## src/rtl/rs_alloc_tracker.sv

```systemverilog
// Reservation-station occupancy tracker (ALU/CF/AGU): busy bits, per-class free counts, next-free ids.
// Latency: alloc/release/flush visible one cycle later; next ids are combinational from registered state.
// Backpressure: none internal; a class with no free station reports id NUM_ST so the decoder stalls.
// Optional build macro RS_RR_ALLOC_EN: round-robin next-id selection per class instead of lowest-index.
module rs_alloc_tracker #(
   parameter int NUM_ALU = 4,
   parameter int NUM_CF  = 2,
   parameter int NUM_AGU = 4,
   parameter int NUM_ST  = NUM_ALU + NUM_CF + NUM_AGU,
   parameter int ID_W    = $clog2(NUM_ST + 1)
) (
   input  logic                         clk,
   input  logic                         reset,
   input  logic                         alloc_valid,
   input  logic [ID_W-1:0]              alloc_id,
   input  logic [NUM_ST-1:0]            release_mask,
   input  logic                         flush,
   output logic [NUM_ST-1:0]            available,
   output logic [ID_W-1:0]              alu_next_id,
   output logic [ID_W-1:0]              cf_next_id,
   output logic [ID_W-1:0]              agu_next_id,
   output logic [$clog2(NUM_ALU+1)-1:0] alu_free_cnt,
   output logic [$clog2(NUM_CF+1)-1:0]  cf_free_cnt,
   output logic [$clog2(NUM_AGU+1)-1:0] agu_free_cnt,
   output logic                         alloc_err
);

   localparam int ALU_CW   = $clog2(NUM_ALU + 1);
   localparam int CF_CW    = $clog2(NUM_CF + 1);
   localparam int AGU_CW   = $clog2(NUM_AGU + 1);
   localparam int CF_BASE  = NUM_ALU;
   localparam int AGU_BASE = NUM_ALU + NUM_CF;
   localparam logic [ID_W-1:0] ST_ID = ID_W'(NUM_ST);

   logic [NUM_ST-1:0] busy;
   logic [NUM_ST-1:0] busy_nxt;
   logic [NUM_ST-1:0] rel_ok;
   logic              rel_bad;
   logic              alloc_ok;
   logic              alloc_bad;
   logic              a_alu, a_cf, a_agu;
   int                aid;
   int                rel_alu, rel_cf, rel_agu;
   logic [ALU_CW-1:0] alu_cnt_nxt;
   logic [CF_CW-1:0]  cf_cnt_nxt;
   logic [AGU_CW-1:0] agu_cnt_nxt;
   int                alu_start, cf_start, agu_start;

   // First free station in [base, base+size), searching circularly from local offset start.
   function automatic logic [ID_W-1:0] pick(input logic [NUM_ST-1:0] fr, input int base,
                                            input int size, input int start);
      logic [ID_W-1:0] r;
      int              j;
      r = ST_ID;
      for (int k = size - 1; k >= 0; k--) begin
         j = start + k;
         if (j >= size) j = j - size;
         if (fr[base+j]) r = ID_W'(base + j);
      end
      return r;
   endfunction

`ifdef RS_RR_ALLOC_EN
   logic [ID_W-1:0] alu_ptr, cf_ptr, agu_ptr;
   logic [ID_W-1:0] alu_ptr_nxt, cf_ptr_nxt, agu_ptr_nxt;

   // Pointer moves to the station after the one just allocated, wrapping inside its class.
   always_comb begin
      alu_ptr_nxt = alu_ptr;
      cf_ptr_nxt  = cf_ptr;
      agu_ptr_nxt = agu_ptr;
      if (a_alu) alu_ptr_nxt = ID_W'((aid + 1 >= NUM_ALU) ? 0 : aid + 1);
      if (a_cf)  cf_ptr_nxt  = ID_W'((aid - CF_BASE + 1 >= NUM_CF) ? 0 : aid - CF_BASE + 1);
      if (a_agu) agu_ptr_nxt = ID_W'((aid - AGU_BASE + 1 >= NUM_AGU) ? 0 : aid - AGU_BASE + 1);
   end

   // Round-robin pointers; reset and flush return them to the first station of each class.
   always_ff @(posedge clk or posedge reset) begin
      if (reset) begin
         alu_ptr <= '0;
         cf_ptr  <= '0;
         agu_ptr <= '0;
      end else if (flush) begin
         alu_ptr <= '0;
         cf_ptr  <= '0;
         agu_ptr <= '0;
      end else begin
         alu_ptr <= alu_ptr_nxt;
         cf_ptr  <= cf_ptr_nxt;
         agu_ptr <= agu_ptr_nxt;
      end
   end

   assign alu_start = int'(alu_ptr);
   assign cf_start  = int'(cf_ptr);
   assign agu_start = int'(agu_ptr);
`else
   assign alu_start = 0;
   assign cf_start  = 0;
   assign agu_start = 0;
`endif

   // Legality checks and next busy/count state; release is applied before alloc.
   always_comb begin
      rel_ok    = release_mask & busy;
      rel_bad   = |(release_mask & ~busy);
      aid       = int'(alloc_id);
      alloc_ok  = 1'b0;
      alloc_bad = 1'b0;
      if (alloc_valid) begin
         if (alloc_id >= ST_ID)
            alloc_bad = 1'b1;
         else if (busy[alloc_id] && !release_mask[alloc_id])
            alloc_bad = 1'b1;
         else
            alloc_ok = 1'b1;
      end
      busy_nxt = busy & ~rel_ok;
      if (alloc_ok) busy_nxt[alloc_id] = 1'b1;
      a_alu = alloc_ok && (aid < CF_BASE);
      a_cf  = alloc_ok && (aid >= CF_BASE) && (aid < AGU_BASE);
      a_agu = alloc_ok && (aid >= AGU_BASE);
      rel_alu = 0;
      rel_cf  = 0;
      rel_agu = 0;
      for (int i = 0; i < NUM_ST; i++) begin
         if (rel_ok[i]) begin
            if (i < CF_BASE)       rel_alu = rel_alu + 1;
            else if (i < AGU_BASE) rel_cf  = rel_cf + 1;
            else                   rel_agu = rel_agu + 1;
         end
      end
      alu_cnt_nxt = ALU_CW'(int'(alu_free_cnt) + rel_alu - (a_alu ? 1 : 0));
      cf_cnt_nxt  = CF_CW'(int'(cf_free_cnt) + rel_cf - (a_cf ? 1 : 0));
      agu_cnt_nxt = AGU_CW'(int'(agu_free_cnt) + rel_agu - (a_agu ? 1 : 0));
   end

   // Occupancy, counters and sticky error; flush wins and suppresses errors for that cycle.
   always_ff @(posedge clk or posedge reset) begin
      if (reset) begin
         busy         <= '0;
         alu_free_cnt <= ALU_CW'(NUM_ALU);
         cf_free_cnt  <= CF_CW'(NUM_CF);
         agu_free_cnt <= AGU_CW'(NUM_AGU);
         alloc_err    <= 1'b0;
      end else if (flush) begin
         busy         <= '0;
         alu_free_cnt <= ALU_CW'(NUM_ALU);
         cf_free_cnt  <= CF_CW'(NUM_CF);
         agu_free_cnt <= AGU_CW'(NUM_AGU);
      end else begin
         busy         <= busy_nxt;
         alu_free_cnt <= alu_cnt_nxt;
         cf_free_cnt  <= cf_cnt_nxt;
         agu_free_cnt <= agu_cnt_nxt;
         if (rel_bad || alloc_bad) alloc_err <= 1'b1;
      end
   end

   assign available   = ~busy;
   assign alu_next_id = pick(~busy, 0, NUM_ALU, alu_start);
   assign cf_next_id  = pick(~busy, CF_BASE, NUM_CF, cf_start);
   assign agu_next_id = pick(~busy, AGU_BASE, NUM_AGU, agu_start);

endmodule

```

## config.mk

```make
export PLATFORM = sky130hd
export DESIGN_NAME = rs_alloc_tracker
export DESIGN_NICKNAME = d
export VERILOG_FILES = /design/src/rtl/rs_alloc_tracker.sv
export SDC_FILE = /design/constraint.sdc
export NUM_CORES = 1
export LEC_CHECK = 0
export ABC_AREA = 0
export BUFFER_PORTS_ARGS = -buffer_cell sky130_fd_sc_hd__clkbuf_2
export CAP_MARGIN = 10
export CORE_MARGIN = 5
export CORE_UTILIZATION = 51
export CTS_CLUSTER_SIZE = 40
export DETAILED_ROUTE_END_ITERATION = 8
export GPL_ROUTABILITY_DRIVEN = 0
export PLACE_DENSITY = 0.83
export SYNTH_ARGS = -nofsm -noshare
export SYNTH_HDL_FRONTEND = slang
export SYNTH_SLANG_ARGS = --single-unit
```

## constraint.sdc

```tcl
create_clock -name clk -period 3.35 [get_ports clk]
set_input_delay 0.67 -clock clk [delete_from_list [all_inputs] [get_ports clk]]
set_output_delay 0.67 -clock clk [all_outputs]
set_load 0.01 [all_outputs]
```

# Word level (Yosys, flattened, before mapping)
# Cells that the tools add are included.
# W data, S select, Z words.
[classes]
addsub = 13
muxes = 40
reduce_logical = 10
magnitude_cmp = 7
bitwise_logic = 7
[op_table]
columns = ["cell", "count"]
rows = [
  ["$mux W4", 8],
  ["$and A10 B10 Y10", 3],
  ["$mux W3", 8],
  ["$mux W10", 2],
  ["$not A10 Y10", 2],
  ["$mux W1", 15],
  ["$add A3 B2 Y3 const B", 4],
  ["$or A10 B10 Y10", 1],
  ["$reduce_or A10 Y1", 1],
  ["$bmux W1 S4", 2],
  ["$ge A4 B3 Y1 const B", 2],
  ["$lt A4 B3 Y1 const B", 2],
  ["$mux W2", 4],
  ["$add A1 B1 Y2 const B", 3],
  ["$add A3 B3 Y3", 2],
  ["$logic_and A1 B1 Y1", 6],
  ["$sub A3 B2 Y3", 2],
  ["$lt A4 B5 Y1 const B", 1],
  ["$demux W1 S4", 1],
  ["$ge A4 B1 Y1 const B", 1],
  ["$ge A4 B4 Y1 const B", 1],
  ["$add A2 B2 Y2", 1],
  ["$reduce_and A2 Y1", 1],
  ["$sub A2 B2 Y2", 1],
  ["other kinds (3)", 3],
]
[totals]
reg_bits = 19
elab_cells = 82
input_bits = 18

# Depth between registers and ports, before layout
# Gate-level depths: netlist of the first run.
[logic_depth]
depth_word = 12
depth_mapped = 15

# Least setup slack after synthesis of the first run
# No wires, ideal clock.
[synth_timing]
path_kind = "input port to flip-flop"
startpoint = "input port alloc_id[0]"
endpoint = "register agu_free_cnt[2]"
setup_time_ns = 0.080
path_buffers = 0
cell_stages = 14
arrival_ns = 3.071
required_time_ns = 3.270
slack_ns = 0.199
path_cell_list = "mux4_1 mux2i_1 nor2_1 a211oi_2 a211oi_1 ha_1 inv_1 ha_1 inv_1 fa_1 xor2_1 xnor2_1 xnor2_1 nand2b_1"
[synth_via]
elab_chain_len = 11
elab_cells_between_ends = 15
classes_between = "add/sub (1); order compare (2); mux (9); reduce/logical (3)"
[synth_lines]
columns = ["element", "line_no", "source"]
rows = [
  ["start, declared", "15", "input logic [ID_W-1:0] alloc_id,"],
  ["$bmux W1 S4", "113", "else if (busy[alloc_id] && !release_mask[alloc_id])"],
  ["$mux W1 (not written as such)", "113", ""],
  ["$logic_not A1 Y1", "113", ""],
  ["$logic_and A1 B1 Y1", "113", ""],
  ["$mux W1", "113", ""],
  ["$mux W1", "111", "if (alloc_id >= ST_ID)"],
  ["$mux W1", "110", "if (alloc_valid) begin"],
  ["$logic_and A1 B1 Y1 *", "122", "a_agu = alloc_ok && (aid >= AGU_BASE);"],
  ["$mux W1 *", "135", "agu_cnt_nxt = AGU_CW'(int'(agu_free_cnt) + rel_agu - (a_agu ? 1 : 0));"],
  ["$sub A3 B2 Y3 *", "135", ""],
  ["$mux W3 *", "146", "end else if (flush) begin"],
  ["end signal, assigned", "144", "agu_free_cnt <= AGU_CW'(NUM_AGU);"],
  ["end signal, assigned", "150", "agu_free_cnt <= AGU_CW'(NUM_AGU);"],
  ["end signal, assigned", "155", "agu_free_cnt <= agu_cnt_nxt;"],
  ["end, declared", "24", "output logic [$clog2(NUM_AGU+1)-1:0] agu_free_cnt,"],
]
# Every way passes the cells marked *; elsewhere a longest branch is shown, timed or not. The select of a mux whose other input is x is not followed.
# A chain may end at the register's enable or synchronous reset.

# Worst setup path after layout of the first run
# Same ends and word-level chain as after synthesis.

==> summary.txt, run 1 <==
result of the run - complete, no violations
Synth top area share - 25.3%
Syn Nets - 207
Final nets - 264
Worst Tran Pin Value - 0.771 ns
slew margin rel. - 48.6%
DP Cell Count - 257
initial antenna violation count - 0
Setup-failing EPs final - 0
DRC violations left - 0
EDFF count, synth - 0
Worst path slowest cell - mux4_1
Worst Setup End Kind - flip-flop
postcts setup bufs - 0
Area Growth Syn to Fin - 22.0%
Critical Path Start Type - input pin
WL/cell - 15.7 µm
Final min period - 3.13 ns
Core Util, Final - 64.2%
Detailed Routing Iterations Pass 1 - 4
most frequent cells in the layout - clkbuf_2 (47), inv_1 (29), dfrtp_1 (16)
final WL - 4090 µm
Initial Util - 52.6%
final period utilization - 93.5%
Reg clk slew, reported paths - 0.12 ns
Rows - 20
commonest non-fill, non-tap cell in the layout - clkbuf_2
critical path class - in -> reg
die area - 4310 µm²
CTS H-tree lvls - 1
leading area contributor after synthesis - dfrtp_1
clk_lat worst skew - 0.31 ns
vias in the first global route - 1433
DR vias - 1463
total power - 557 µW
Core Area - 3000 µm²
fin area - 1930 µm²
worst hold path type - in -> async
CTS max path bufs - 2
Resized Gates After CTS - 0
max_cap viols - 0
first-pass GRT wire length - 6730 µm
antenna viol nets, final - 0
CP arrival - 3.39 ns
Seq/Total Area, Yosys - 30.3%
pin count of the biggest net entering global routing - 22
FFs w/ async S/R, synth - 100%
gr ovfl total - 0
CP Launch Point - alloc_id[0]
HPWL Detailed - 3180 µm
Post-synth top flop - dfrtp_1
Warnings, synthesis - 0
synthesized cell area - 1580 µm²
Die Ht - 65.7 µm
number of I/O pins - 49
CTS Root Cell - clkbuf_4
critical path fanouts, max - 4
via density per instance - 5.61
final hold violation count - 0
Max Slew Vio Count - 0
Synth cell types - 39
Synth Area per Inst - 9.19 µm²
Worst Skew - 0.00100 ns
CP max stage delay - 0.54 ns
Leak Pwr - 0.973 nW
setup_tns - 0 ns
Die X-Extent - 65.7 µm
RSZ-0062 raised after global routing - no
Critical Path RT - 3.60 ns
1st-iter DRT viols - 85
CTS tree - built
dpl cell area - 1900 µm²
VDD IR-drop max - 0.164 mV
TritonCTS Buffers - 3
Max Freq - 319 MHz
Yosys reg bits - 19
largest cells by area after synthesis - dfrtp_1 (25%), ha_1 (12%), inv_1 (6.9%)
fraction of layout cells with a size suffix above 1 - 30.3%
n_diodes - 0
power per cell area - 289 nW/µm²
non-filler cells, final - 261
GRT Util Overall - 20.1%
CTS sink count - 19
Mapped Cells - 172
port buffer count - 47
worst reg2reg path startpoint - busy[6]
crit-path cells - clkbuf_2, mux4_1, mux2i_1, nor2_1, a211oi_2, a211oi_1, ha_1, inv_1, ha_1, inv_1, fa_1, xor2_1, xnor2_1, xnor2_1, nand2b_1
==> sequential cells by signal, summed over array words and instances (netlist names) <==
| signal | flops |
|---|---|
| alu_free_cnt | 3 |
| agu_free_cnt | 3 |
| busy | 10 |
| alloc_err | 1 |
| cf_free_cnt | 2 |
==> cell type report <==
cell class | count | area (µm²)
fill | 249 | 1070
multi-input combinational | 119 | 962
sequential | 19 | 479
timing repair buffer | 57 | 310
inverter | 29 | 109
tap | 33 | 41.3
clock buffer | 4 | 26.3
==> power breakdown <==
group / total, mW / internal (mW) / switching [mW]
clock: 0.127 / 0.0466 / 0.0802
sequential: 0.261 / 0.250 / 0.0104
combinational: 0.169 / 0.0799 / 0.0891
==> logic make-up (layout without fill, tap and decap cells) <==
family	Yosys count	count (layout)	share of synthesized area, %
other	1	1	0.237
adders and majority gates	17	17	14.4
and+or+nand+nor	48	48	15.0
buffers and inverters	34	90	8.79
muxes	7	7	6.57
AOI/OAI and AO/OA	31	31	16.3
DFF	19	19	30.3
xor gates and xnor gates	15	15	8.31
==> critical path: cells and delay by family <==
kind | cells | cell delay, ns
mux | 2 | 0.70
buf+inv | 3 | 0.23
simple gates | 2 | 0.20
xor+xnor | 3 | 0.46
fa+ha+maj | 3 | 0.80
compound gates | 2 | 0.32
==> metrics by stage <==
| step | hold slack [ns] | setup WS, ns |
|---|---|---|
| 6_report | 0.455 | 0.217 |
| 5_1_grt | 0.501 | 0.0301 |
| 4_1_cts | 0.487 | 0.181 |
| 3_5_place_dp | 0.464 | -0.148 |
| 3_3_place_gp | 0.461 | -0.0307 |
| 2_1_floorplan | 0.505 | 0.199 |
==> worst paths after layout <==
check                      slack, ns  depth (start not counted)         endpoint
max                             0.22                         15  agu_free_cnt[2]
min                             0.46                          2  alu_free_cnt[0]
max reg2reg                     0.44                         11  agu_free_cnt[2]
min reg2reg                     0.51                          1        alloc_err
max in group asynchronous       2.41                          2          busy[0]
min in group clk                0.51                          1        alloc_err
==> what timing repair did <==
item                                    in CTS  in global routing
hold buffers                                 0                  0
hold endpoints to repair                     0                  0
endpoints found under the setup margin       0                  1
==> Yosys cell counts, drive strengths merged, types with 2 or more instances <==
library cell / instances
buf: 3
xor2: 8
and2: 5
nand4: 2
mux2i: 4
a22oi: 5
o21ai: 3
a211oi: 2
dfstp: 3
xnor2: 7
clkbuf: 2
mux4: 2
nor2b: 3
nor2: 13
inv: 29
o2111ai: 3
fa: 2
ha: 15
nand2: 11
o32ai: 9
dfrtp: 16
nand2b: 6
a21oi: 4
nand3: 2
nor3: 2
==> per-layer routing <==
layer / global-route usage (%) / wire [µm] / part of all wire (%) / up-vias
met3: 2.91 / 334 / 8.2 / 7
met5: 0 / 0 / 0 / -
met2: 31.5 / 1890 / 46 / 80
li1: - / - / - / 704
met4: 7.77 / 62 / 1.5 / 0
met1: 27.9 / 1810 / 44 / 672
No activity file was read; power rests on OpenSTA's default activity.
==> run 2: changes to the inputs <==
==> constraint.sdc (replaced) <==
create_clock -name clk -period 3.35 [get_ports clk]
set_input_delay 0 -clock clk [delete_from_list [all_inputs] [get_ports clk]]
set_output_delay 0 -clock clk [all_outputs]
set_load 0.01 [all_outputs]
==> run 2 against run 1 <==
Clock power decreased by 3%; via count fell by 2.3%; utilization is 0.83 points higher; final cell count unchanged; largest cell class unchanged; highest routed layer unchanged.
==> summary.txt, run 2 (synthesized netlist as in run 1, its figures left out) <==
result of the run - complete, no violations
Area Growth Syn to Fin - 23.6%
worst reg2reg path startpoint - busy[3]
Leak Pwr - 0.966 nW (-0.64%)
critical path fanouts, max - 5 (+1)
RSZ-0062 raised after global routing - no
DRC violations left - 0 (unchanged)
Core Area - 3000 µm² (unchanged)
GRT Util Overall - 19.7% (-0.43 points)
Reg clk slew, reported paths - 0.10 ns (-0.02 ns)
initial antenna violation count - 0 (unchanged)
DP Cell Count - 247 (-3.9%)
vias in the first global route - 1369 (-4.5%)
non-filler cells, final - 261 (unchanged)
final period utilization - 87.4% (-6.1 points)
Comb power frac - 30.0% (-0.4 points)
number of I/O pins - 49 (unchanged)
commonest non-fill, non-tap cell in the layout - clkbuf_2
CTS H-tree lvls - 1 (unchanged)
Worst Setup End Kind - flip-flop
final hold violation count - 0 (unchanged)
CP arrival - 3.17 ns (-0.22 ns)
CTS sink count - 19 (unchanged)
Die Ht - 65.7 µm (unchanged)
Setup-failing EPs final - 0 (unchanged)
Worst Tran Pin Value - 0.729 ns (-0.0415 ns)
hold slack final - 0.0562 ns (-0.399 ns)
register name with the most flops - busy
final WL - 3860 µm (-5.8%)
CTS Hold Buffers Added - 10 (+10)
max reg flops - 10 (unchanged)
DR vias - 1429 (-2.3%)
Core Util, Final - 65.0% (+0.83 points)
TritonCTS Buffers - 3 (unchanged)
CTS max path bufs - 2 (unchanged)
Final min period - 2.93 ns (-0.205 ns)
first-pass GRT wire length - 6620 µm (-1.6%)
Critical Path RT - 3.60 ns (about the same)
power per cell area - 281 nW/µm² (-2.7%)
n_diodes - 0 (unchanged)
CP Launch Point - release_mask[2]
max_cap viols - 0 (unchanged)
pin count of the biggest net entering global routing - 22 (unchanged)
antenna viol nets, final - 0 (unchanged)
critical path class - in -> reg
NetSw - 174 µW (-3.0%)
Top Registers - busy x10, agu_free_cnt x3, alu_free_cnt x3
Max Freq - 342 MHz (+7.0%)
Final nets - 264 (unchanged)
WL/cell - 14.8 µm (-5.8%)
CTS tree - built
fraction of layout cells with a size suffix above 1 - 25.9% (-4.4 points)
Die X-Extent - 65.7 µm (unchanged)
worst hold path type - in -> reg
most frequent cells in the layout - clkbuf_2 (47), inv_1 (29), dfrtp_1 (16)
Flop pwr share - 47.5% (+0.7 points)
Detailed Routing Iterations Pass 1 - 4 (unchanged)
gr ovfl total - 0 (unchanged)
Rows - 20 (unchanged)
Cell Int Power - 374 µW (-0.62%)
1st-iter DRT viols - 87 (+2.4%)
postcts setup bufs - 0 (unchanged)
Max Slew Vio Count - 0 (unchanged)
HPWL Detailed - 2990 µm (-5.8%)
CTS Root Cell - clkbuf_4
via density per instance - 5.48 (-2.3%)
clock share of power - 22.5% (-0.3 points)
Hold Path Origin - release_mask[8]
slew margin rel. - 51.3% (+2.8 points)
switch share - 31.8% (-0.53 points)
setup_tns - 0 ns (unchanged)
VDD IR-drop max - 0.244 mV (+49%)
Critical Path Start Type - input pin
clk_lat worst skew - 0.32 ns (about the same)
Resized Gates After CTS - 0 (unchanged)
die area - 4310 µm² (unchanged)
Initial Util - 52.6% (unchanged)
fillcell total - 262 (+5.2%)
port buffer count - 47 (unchanged)
Worst Skew - 0.0132 ns (+0.0122 ns)
## run 2: cell types whose count changed in the layout (fill, tap and decap cells not counted), sizes merged
cell,before,now
buf,10,0
dlygate4sd3,0,10
## run 2: metrics by stage
stage          instance area, µm²  setup WS (ns)  power [mW]
2_1_floorplan                1580          0.658       0.370
3_3_place_gp                 1830          0.492       0.417
3_5_place_dp                 1830          0.427       0.421
4_1_cts                      1950          0.437       0.555
5_1_grt                      1950          0.212       0.581
6_report                     1950          0.422       0.549
## run 2: critical path, stage by stage
cell and delay (ns):
dlygate4sd3_1 0.54, clkbuf_2 0.15, mux4_1 0.49, mux2i_1 0.13, nor2_1 0.12, a211oi_2 0.24
a211oi_1 0.08, ha_1 0.29, inv_1 0.05, ha_1 0.12, inv_1 0.05, fa_1 0.37
xor2_1 0.16, xnor2_1 0.17, xnor2_1 0.13, nand2b_1 0.07
## run 2: power by group through the flow
| stage | Clock (mW) | Combinational (mW) | Sequential, mW |
|---|---|---|---|
| after detailed placement | 0 | 0.155 | 0.265 |
| after CTS | 0.128 | 0.166 | 0.261 |
| after global routing | 0.133 | 0.185 | 0.263 |
| after floorplan | 0 | 0.0985 | 0.271 |
| final | 0.123 | 0.165 | 0.260 |
| after global placement | 0 | 0.152 | 0.264 |
## run 2: routing by layer
layer / track usage [%] / vias to the layer above / share of wire, %
met3: 2.22 / 5 / 7.5
met1: 27.6 / 646 / 45
met4: 7.77 / 0 / 1.7
met5: 0 / - / 0
li1: - / 708 / -
met2: 30.9 / 70 / 46
## run 2: final cells by class
class | instances | area, µm² | share of cell area [%]
Clock buffer | 4 | 26.3 | 1.35
Inverter | 29 | 109 | 5.57
Multi-Input combinational cell | 119 | 962 | 49.3
Sequential cell | 19 | 479 | 24.5
Tap cell | 33 | 41.3 | 2.11
Timing Repair Buffer | 57 | 335 | 17.2
## run 2: path summary, 6_finish.rpt
path / end / slack [ns] / cells past startpoint
min in group asynchronous: alu_free_cnt[0] / 0.31 / 3
worst max register to register: alu_free_cnt[2] / 0.47 / 14
worst max-delay path: agu_free_cnt[2] / 0.42 / 16
worst min-delay path: busy[8] / 0.06 / 3
max in group asynchronous: busy[9] / 2.57 / 3
worst min register to register: alloc_err / 0.49 / 1
==> run 3: changes to the inputs <==
Settings changed: CORE_ASPECT_RATIO set to 0.75.
==> run 3 against run 2 <==
Via count up 5.2%; first-iteration DRC count up 75%; final cell count grew 1.5%; clock power rose by 38%; sequential share of layout area decreased by 0.20 points; register-to-register slack lost 0.07 ns; fmax fell by 5.3%; die area rose by 0.26%.
==> summary.txt, run 3 (synthesized netlist as in run 1, its figures left out) <==
initial antenna violation count - 0 (unchanged)
final period utilization - 92.3% (+4.9 points)
register name with the most flops - busy
Max Slew Vio Count - 0 (unchanged)
hold slack final - 0.0189 ns (-0.0372 ns)
n_diodes - 0 (unchanged)
TritonCTS Buffers - 3 (unchanged)
Area Growth Syn to Fin - 24.6%
DRC violations left - 0 (unchanged)
r2r setup slk - 0.40 ns (-0.07 ns)
RSZ-0062 raised after global routing - no
Initial Util - 53.4% (+0.82 points)
Hold EP - busy[3]
CTS Root Cell - clkbuf_8
CTS H-tree lvls - 1 (unchanged)
CTS tree - built
power per cell area - 304 nW/µm² (+8.2%)
DR vias - 1504 (+5.2%)
Max Freq - 323 MHz (-5.3%)
Rows - 17 (-15%)
fraction of layout cells with a size suffix above 1 - 26.4% (+0.55 points)
port buffer count - 47 (unchanged)
die area - 4320 µm² (+0.26%)
first-pass GRT wire length - 6930 µm (+4.7%)
Core Area - 2960 µm² (-1.5%)
CP arrival - 3.29 ns (+0.12 ns)
WL/cell - 15.8 µm (+6.9%)
CTS max path bufs - 2 (unchanged)
critical path class - in -> reg
Critical Path Start Type - input pin
final WL - 4190 µm (+8.5%)
Critical Path RT - 3.55 ns (-0.05 ns)
Reg clk slew, reported paths - 0.07 ns (-0.03 ns)
Worst Setup End Kind - flip-flop
Reg2Reg Depth - 11 (-3)
clk_lat worst skew - 0.27 ns (-0.05 ns)
Die Ht - 58.2 µm (-11%)
Leak Pwr - 0.973 nW (+0.65%)
worst hold path type - in -> reg
postcts setup bufs - 0 (unchanged)
pin count of the biggest net entering global routing - 22 (unchanged)
antenna viol nets, final - 0 (unchanged)
critical path fanouts, max - 5 (unchanged)
commonest non-fill, non-tap cell in the layout - clkbuf_2
Final nets - 263 (-0.38%)
Worst Tran Pin Value - 0.745 ns (+0.0161 ns)
Top Registers - busy x10, agu_free_cnt x3, alu_free_cnt x3
HPWL Detailed - 3200 µm (+7.1%)
Worst Skew - 0.00594 ns (-0.00724 ns)
vias in the first global route - 1440 (+5.2%)
worst reg2reg path startpoint - busy[6]
result of the run - complete, no violations
setup_tns - 0 ns (unchanged)
Worst Hold Path Cells - 2 (-1)
CTS sink count - 19 (unchanged)
worst reg2reg path endpoint - agu_free_cnt[2]
slew margin rel. - 50.3% (-1.1 points)
Detailed Routing Iterations Pass 1 - 4 (unchanged)
1st-iter DRT viols - 152 (+75%)
max_cap viols - 0 (unchanged)
most frequent cells in the layout - clkbuf_2 (47), inv_1 (29), dfrtp_1 (16)
max reg flops - 10 (unchanged)
number of I/O pins - 49 (unchanged)
Hold Path Origin - release_mask[3]
CP Launch Point - release_mask[2]
pre-CTS setup slack - 0.283 ns (-0.144 ns)
via density per instance - 5.68 (+3.7%)
GRT Util Overall - 20.8% (+1.1 points)
Final min period - 3.09 ns (+0.164 ns)
gr ovfl total - 0 (unchanged)
VDD IR-drop max - 0.217 mV (-11%)
final hold violation count - 0 (unchanged)
PnR worst setup slack - 0.258 ns (-0.164 ns)
Setup-failing EPs final - 0 (unchanged)
Die X-Extent - 74.3 µm (+13%)
fillcell total - 252 (-3.8%)
==> run 3: cell types whose count changed in the layout (fill, tap and decap cells not counted), sizes merged <==
cell,change
clkbuf,-1
clkinv,+1
dlygate4sd3,-1
==> run 3: what timing repair did <==
item                      4_1_cts  5_1_grt
hold buffers                    9        0
hold endpoints to repair       24        0
resized for setup               0        0
==> run 3: area by class of cell <==
cell class / count / area (µm²) / area share (%)
repair buffers: 56 / 325 / 16.5
well taps: 38 / 47.5 / 2.41
multi-input cells: 119 / 962 / 48.9
clock buffers: 3 / 41.3 / 2.10
inverters: 29 / 109 / 5.53
clock inverters: 1 / 5.00 / 0.254
flip-flops and latches: 19 / 479 / 24.3
==> run 3: routing by layer <==
metal	GRT usage, %	share of wire (%)	vias to the layer above	wire length [µm]
met5	0	0	-	0
met1	28.4	43	705	1810
met3	6.24	11	5	451
li1	-	-	712	-
met2	32.4	45	82	1890
met4	5.08	0.91	0	38
==> run 3: how the worst max path moves through the flow <==
stage / cells past startpoint / slack (ns) / end
floorplan: 11 / 0.66 / agu_free_cnt[2]
global placement: 15 / 0.48 / agu_free_cnt[2]
detailed placement: 15 / 0.28 / agu_free_cnt[2]
CTS: 16 / 0.26 / agu_free_cnt[2]
global route: 16 / 0.03 / agu_free_cnt[2]
finish: 16 / 0.26 / agu_free_cnt[2]
==> run 3: power by group <==
part / switching [mW] / internal, mW
registers: 0.0111 / 0.250
clock network: 0.0868 / 0.0831
logic: 0.0907 / 0.0764
total: 0.189 / 0.410
==> run 3: worst max-delay path, cell delays in order <==
cell and delay (ns):
dlygate4sd3_1 0.54, clkbuf_2 0.16, mux4_1 0.49, mux2i_1 0.15, nor2_1 0.13, a211oi_2 0.26
a211oi_1 0.08, ha_1 0.29, inv_1 0.05, ha_1 0.14, inv_1 0.05, fa_1 0.37
xor2_1 0.16, xnor2_1 0.19, xnor2_1 0.16, nand2b_1 0.07
==> run 3: stage by stage <==
stage | power [mW] | std cells | cell area, µm² | utilization, %
final | 0.598 | 265 | 1970 | 66.6
after global routing | 0.634 | 265 | 1970 | 66.6
after CTS | 0.601 | 265 | 1970 | 66.6
after detailed placement | 0.425 | 252 | 1830 | 62.0
after global placement | 0.418 | 252 | 1830 | 62.0
after floorplan | 0.370 | 172 | 1580 | -
